### config.mk
export PLATFORM = sky130hd
export DESIGN_NAME = demux16to48_buf
export DESIGN_NICKNAME = d
export VERILOG_FILES = /design/src/rtl/demux16to48_buf.sv
export SDC_FILE = /design/constraint.sdc
export NUM_CORES = 1
export LEC_CHECK = 0
export ABC_AREA = 1
export CELL_PAD_IN_SITES_DETAIL_PLACEMENT = 0
export CELL_PAD_IN_SITES_GLOBAL_PLACEMENT = 1
export CORE_UTILIZATION = 41
export CTS_CLUSTER_SIZE = 12
export DETAILED_ROUTE_END_ITERATION = 8
export PLACE_DENSITY = 0.94
export SLEW_MARGIN = 20
export SYNTH_ARGS = -nofsm -noshare
export SYNTH_HDL_FRONTEND = slang
export SYNTH_SLANG_ARGS = --single-unit
### constraint.sdc
create_clock -name clk -period 4.1 [get_ports clk]
set_clock_uncertainty 0.2 [all_clocks]
set_input_delay 0.82 -clock clk [delete_from_list [all_inputs] [get_ports clk]]
set_output_delay 0.82 -clock clk [all_outputs]
set_load 0.02 [all_outputs]
### src/rtl/demux16to48_buf.sv
// Routes one input word per cycle into one of four single-entry output slots chosen by {dr,control}; latency 1.
// in_ready drops when orf is low or the selected slot is full and not acked in the same cycle.
module demux16to48_buf #(
  parameter int WIDTH = 32
) (
  input  logic             clk,
  input  logic             reset,
  input  logic [WIDTH-1:0] in,
  input  logic             in_valid,
  output logic             in_ready,
  input  logic             orf,
  input  logic             dr,
  input  logic             control,
  output logic [WIDTH-1:0] out1,
  output logic [WIDTH-1:0] out2,
  output logic [WIDTH-1:0] out3,
  output logic [WIDTH-1:0] out4,
  output logic [3:0]       out_valid,
  input  logic [3:0]       out_ack,
  output logic [15:0]      xfer_count
);

  logic [1:0]       sel;
  logic             accept;
  logic [WIDTH-1:0] slot_dat [4];

  assign sel      = {dr, control};
  // A full slot can take a new word in the same cycle its current word is acked.
  assign in_ready = orf & (~out_valid[sel] | out_ack[sel]);
  assign accept   = in_valid & in_ready;

  always_ff @(posedge clk) begin
    if (reset) begin
      for (int i = 0; i < 4; i++) begin
        slot_dat[i] <= '0;
      end
      out_valid  <= 4'b0000;
      xfer_count <= 16'h0000;
    end else begin
      for (int i = 0; i < 4; i++) begin
        if (accept && (sel == 2'(i))) begin
          slot_dat[i]  <= in;
          out_valid[i] <= 1'b1;
        end else if (out_ack[i]) begin
          out_valid[i] <= 1'b0;
        end
      end
      if (accept) begin
        xfer_count <= xfer_count + 16'd1;
      end
    end
  end

  assign out1 = slot_dat[0];
  assign out2 = slot_dat[1];
  assign out3 = slot_dat[2];
  assign out4 = slot_dat[3];

endmodule

==> flow_summary.yaml, run 1 <==
status:
  status: "completed"
floorplan:
  start_util_pct: 42.0
  core_mm2: 0.0159
  row_count: 46
  fp.dieW_um: 130
  pin_count: 191
  die_h_um: 130
  die-area_mm2: 0.0168
synthesis:
  synth_top_area_cell: "edfxtp_1"
  synth_compound_gate_area_share_pct: 1.76
  synth_cell_types: 27
  muxShareOfSynthArea_pct: 0
  synth_area_leaders: "edfxtp_1 57%, nor3_2 17%, dfxtp_1 6.0%"
  synth_seq_cells: 148
  synth-simple-area-share_pct: 26.8
  synthAdderAreaFrac_pct: 0.187
  synth_top_family_by_area: "simple AND/OR/NAND/NOR gates"
  syn_avg_cell_area_um2: 13.0
  synthCells: 514
  syn_area_mm2: 0.00670
  synth_top_area_share_pct: 57.4
  ys_warn_count: 0
  ys_seq_area_share_pct: 63.4
  syn-num-nets: 557
  synthXorXnorAreaFrac_pct: 1.05
clocking:
  insertion_delay_ns: 0.42
  cts_made_buffers: 17
  cts_num_sinks: 148
  tritoncts: "built"
  cts_buffer_depth: 2
  htree_levels: 4
  cts_resized: 0
  clk_root_buffer_cell: "clkbuf_16"
  post_cts_buffers: 0
  hold_buffers: 0
  clk_pin_slew_worst_paths_ns: 0.06
layout:
  area_delta_synth_final_pct: 39.7
  multi_input_area_mm2: 0.00200
  drive_above_1_share_pct: 23.8
  num_antenna_cells: 0
  final_area_mm2: 0.00935
  layout.cells.most_common: "clkdlybuf4s50_1"
  final_nets: 745
  final_cell_mix: "189 x clkdlybuf4s50_1, 128 x edfxtp_1, 112 x nor3_2"
  num-fill-cells: 1233
  final_util_pct: 58.7
  regArea_mm2: 0.00424
global_route:
  antenna_found_initial: 0
  grt_pass1_wl_um: 24800
  use_met1_pct: 25.1
  grt_util_met2_pct: 33.3
  busiest_layer: "met2"
  grt_pass1_vias: 4460
  grt_max_degree: 59
  grt_use_total_pct: 20.0
  grtUsageMet3_pct: 5.45
  grt.overflow.total: 0
sta:
  fmax_mhz: 273
  fin_crit_sh_pct: 89.4
  finalSetupViolCount: 0
  rsz0062_at_grt: "false"
  period_minus_slack_ns: 3.67
  drv_slew: 0
  tightest_slew_ns: 0.836
  worst_slew_margin_rel_pct: 44.3
  finalHoldViolCount: 0
  fin_setup_tns_ns: 0
min_path:
  whs_path_depth: 2
  hold_path.class: "reg -> reg"
pwr:
  power_density_mw_per_mm2: 399
  vdd_drop_max_v: 0.000274
  p_int_w: 0.00286
  p_sw_w: 0.000874
  leakage_nw: 3.33
  clkPwrFrac_pct: 44.2
  p_seq_share_pct: 45.7
  swShare_pct: 23.4
  combPwrFrac_pct: 10.1
detailed_routing:
  dr.pass1.iters: 4
  num_vias: 4559
  drcViolationCount: 0
  drtIter0Drc: 278
  vias_per_cell: 4.90
  ant_nets: 0
  wl_um: 16100
  route.detailed.wl_per_inst_um: 17.3
critical_path:
  critPathArrivalTime_ns: 2.65
  cp-start-kind: "input pin"
  worst-r2r-cell-count: 9
  required_ns: 3.08
  criticalPathCategory: "in -> out"
  crit_path_end_kind: "primary output"
  crit_fanout: 8
placed_design:
  routabilityCongestion: 0.894
  hpwl_um: 11000
  portBuffers: 190
  placed_area_mm2: 0.00873
run:
  cap_violations: 0
-- critical path, cell delays in order --
cell and delay (ns):
clkdlybuf4s50_1 0.68, inv_2 0.09, nand2_1 0.07, nand2_1 0.05
nand2_1 0.06, nand2_1 0.06, nand2_2 0.09, nand2_4 0.08
inv_1 0.06, clkdlybuf4s50_1 0.59
-- cells by family (layout without fill, tap and decap cells) --
family / Yosys count / in the layout
adder cells (fa/ha/maj): 1 / 1
flip-flops: 148 / 148
XOR/XNOR: 8 / 8
AO/OA/AOI/OAI: 22 / 22
buffers and inverters: 87 / 288
AND/OR/NAND/NOR: 248 / 248
-- metal layers --
metal	routed length, um	share of wire, %
met1	7010	43
met2	7920	49
met3	904	5.6
met4	295	1.8
met5	0	0
-- flip-flops by register name, summed over array words and instances (netlist names) --
register    flops
slot_dat      128
xfer_count     16
out_valid       4
-- synthesized netlist by cell type --
| master | instances |
|---|---|
| edfxtp_1 | 128 |
| nor3_2 | 112 |
| nand2_1 | 75 |
| inv_1 | 50 |
| dfxtp_1 | 20 |
| a21oi_1 | 18 |
| clkbuf_1 | 17 |
| nor3_1 | 17 |
| nor2_1 | 15 |
| buf_6 | 14 |
| nand3_1 | 10 |
| nand4_1 | 7 |
| xor2_1 | 5 |
| nand4_4 | 4 |
| nand3b_1 | 3 |
| xnor2_1 | 3 |
| a21oi_2 | 2 |
| buf_4 | 2 |
| inv_2 | 2 |
| nor2_4 | 2 |
| o21ai_0 | 2 |
| buf_12 | 1 |
| buf_2 | 1 |
| ha_1 | 1 |
| nand2_2 | 1 |
| nand2_4 | 1 |
| nand3_2 | 1 |
-- path summary, 6_finish.rpt --
check	end	from	slack [ns]
setup reg to reg	slot_dat[3][21]	out_valid[3]	1.97
hold / removal	xfer_count[15]	xfer_count[15]	0.29
hold reg to reg	xfer_count[15]	xfer_count[15]	0.29
setup / recovery	in_ready	control	0.43
-- power groups by stage --
stage	Clock, W	Combinational (W)	Sequential [W]
detailed placement	0	0.000380	0.00174
global route	0.00174	0.000400	0.00171
global placement	0	0.000374	0.00174
floorplan	0	0.000132	0.00180
finish	0.00165	0.000377	0.00170
CTS	0.00167	0.000381	0.00170
-- per-stage QoR --
step / cells / worst slack [ns] / power [W] / hold WS (ns)
CTS: 931 / 0.441 / 0.00376 / 0.288
global route: 931 / 0.300 / 0.00385 / 0.321
floorplan: 514 / 1.07 / 0.00193 / 0.352
global placement: 899 / 0.473 / 0.00211 / 0.278
detailed placement: 899 / 0.443 / 0.00212 / 0.279
finish: 931 / 0.434 / 0.00373 / 0.287
-- final cells by class --
| class | count | share of cell area, % |
|---|---|---|
| multi-input cells | 279 | 21.3 |
| clock inverters | 13 | 2.09 |
| repair buffers | 204 | 21.6 |
| clock buffers | 19 | 4.63 |
| well taps | 216 | 2.89 |
| flip-flops and latches | 148 | 45.4 |
| inverters | 52 | 2.09 |
Note: power is estimated with default switching activity, not from simulation.
==> run 2: changes to the inputs <==
--- a/config.mk
+++ b/config.mk
@@ -6,12 +6,13 @@
 export NUM_CORES = 1
 export LEC_CHECK = 0
 export ABC_AREA = 1
+export CAP_MARGIN = 10
 export CELL_PAD_IN_SITES_DETAIL_PLACEMENT = 0
 export CELL_PAD_IN_SITES_GLOBAL_PLACEMENT = 1
 export CORE_UTILIZATION = 41
 export CTS_CLUSTER_SIZE = 12
 export DETAILED_ROUTE_END_ITERATION = 8
-export PLACE_DENSITY = 0.94
+export PLACE_DENSITY_LB_ADDON = 0.1
 export SLEW_MARGIN = 20
 export SYNTH_ARGS = -nofsm -noshare
 export SYNTH_HDL_FRONTEND = slang
==> run 2 against run 1 <==
Compared with the run above: sequential power is essentially flat; final cell count shrank 0.11%; setup slack gained 0.026 ns; wire length shrank 0.32%; global-route usage shrank 0.44 points; die area is the same; non-clock buffer count shrank 1; sequential share of layout area shrank 0.22 points; first-iteration DRC count grew 27%; power grew 2.0%; critical endpoint unchanged; largest cell class unchanged; highest routed layer unchanged.
==> flow_summary.yaml, run 2 (synthesized netlist as in run 1, its figures left out) <==
status:
  status: "completed"
critical_path:
  cp-start-kind: "input pin"
  critPathMaxStageDelay_ns: 0.68
  cp.depth: 10
  regToRegSetupSlack_ns: 1.95
  critPathArrivalTime_ns: 2.62
  crit_chain: "clkdlybuf4s50_1 > inv_2 > nand2_1 > nand2_1 > nand2_1 > nand2_1 > nand2_2 > nand2_4 > inv_1 > clkdlybuf4s50_1"
  slowest_stage: "clkdlybuf4s50_1"
  cp_top_family: "buffers and inverters"
  crit_fanout: 8
  crit_path_end_kind: "primary output"
  path_buf_inv: 4
  required_ns: 3.08
  criticalPathCategory: "in -> out"
  worst-r2r-cell-count: 9
  cpMostUsedCell: "nand2_1"
clocking:
  cts_made_buffers: 17
  clk_pin_slew_worst_paths_ns: 0.06
  clk_root_buffer_cell: "clkbuf_16"
  hold_buffers: 0
  cts_resized: 0
  cts_buffer_depth: 2
  post_cts_buffers: 0
  cts_num_sinks: 148
  tritoncts: "built"
  htree_levels: 4
  insertion_delay_ns: 0.42
layout:
  top_register: "slot_dat"
  num_antenna_cells: 0
  drive_above_1_share_pct: 24.4
  fin_cells: 930
  top_regs: "slot_dat: 128 flops, xfer_count: 16 flops, out_valid: 4 flops"
  num-fill-cells: 1324
  layout.cells.most_common: "clkdlybuf4s50_1"
  largest_reg_flops: 128
  final_cell_mix: "189 x clkdlybuf4s50_1, 128 x edfxtp_1, 112 x nor3_2"
  final_nets: 744
  area_delta_synth_final_pct: 40.4
sta:
  rsz0062_at_grt: "false"
  period_minus_slack_ns: 3.64
  fin_crit_sh_pct: 88.8
  finalHoldViolCount: 0
  worst_slew_margin_rel_pct: 39.3
  finalSetupViolCount: 0
  tightest_slew_ns: 0.911
  fin_setup_tns_ns: 0
  fmax_mhz: 275
  drv_slew: 0
min_path:
  hold_path.class: "reg -> reg"
  whs_path_depth: 2
detailed_routing:
  drcViolationCount: 0
  drtIter0Drc: 352
  num_vias: 4562
  wl_um: 16100
  route.detailed.wl_per_inst_um: 17.3
  vias_per_cell: 4.91
  ant_nets: 0
  dr.pass1.iters: 4
global_route:
  antenna_found_initial: 0
  grt.overflow.total: 0
  grt_pass1_vias: 4414
  grt_pass1_wl_um: 24300
  grt_use_total_pct: 19.6
  grt_max_degree: 67
floorplan:
  start_util_pct: 42.0
  core_mm2: 0.0159
  fp.dieW_um: 130
  row_count: 46
  die_h_um: 130
  die-area_mm2: 0.0168
  pin_count: 191
pwr:
  vdd_drop_max_v: 0.000310
  power_density_mw_per_mm2: 405
  combPwrFrac_pct: 9.9
  clkPwrFrac_pct: 45.3
  p_int_w: 0.00295
  leakage_nw: 3.35
  p_sw_w: 0.000858
  p_seq_share_pct: 44.8
  swShare_pct: 22.6
placed_design:
  routabilityCongestion: 0.866
  portBuffers: 190
  hpwl_um: 10400
  dp_cells: 898
run:
  cap_violations: 0
==> run 2: worst min-delay path, cell delays in order, from the launching register on <==
cell and delay, ns:
dfxtp_1 0.32, nand2_1 0.06, a21oi_1 0.06
==> run 2: stage by stage <==
step                      power (W)  util (%)  cell area, um^2  worst slack, ns  hold WS, ns
final                       0.00381      59.0             9400            0.460        0.293
after global routing        0.00392      59.0             9400            0.357        0.319
after CTS                   0.00383      59.0             9400            0.460        0.294
after detailed placement    0.00212      54.8             8740            0.469        0.284
after global placement      0.00211      54.8             8740            0.528        0.277
after floorplan             0.00193         -             6700             1.07        0.352
==> run 2: area by class of cell <==
cell class                 count  area, um^2  share of cell area (%)
timing repair buffer         203        2030                    21.6
inverter                      52         195                    2.08
multi-input combinational    279        2010                    21.3
tap                          216         270                    2.88
clock inverter                12         201                    2.14
clock buffer                  20         457                    4.86
sequential                   148        4240                    45.2
==> run 2: routing by layer <==
metal | share of wire [%] | vias to the layer above | GRT usage, %
li1 | - | 2172 | -
met1 | 44 | 2200 | 25.7
met2 | 47 | 175 | 30.9
met3 | 7.5 | 15 | 6.27
met4 | 1.1 | 0 | 6.16
met5 | 0 | - | 0
==> run 2: path summary, 6_finish.rpt <==
check | start | to
setup reg to reg | out_valid[3] | slot_dat[2][2]
hold reg to reg | xfer_count[15] | xfer_count[15]
setup / recovery | control | in_ready
hold / removal | xfer_count[15] | xfer_count[15]
==> run 2: power groups by stage <==
stage | clock network, W | logic (W) | registers, W
floorplan | 0 | 0.000132 | 0.00180
global placement | 0 | 0.000377 | 0.00174
finish | 0.00172 | 0.000378 | 0.00170
detailed placement | 0 | 0.000381 | 0.00174
CTS | 0.00175 | 0.000382 | 0.00171
global route | 0.00181 | 0.000401 | 0.00171
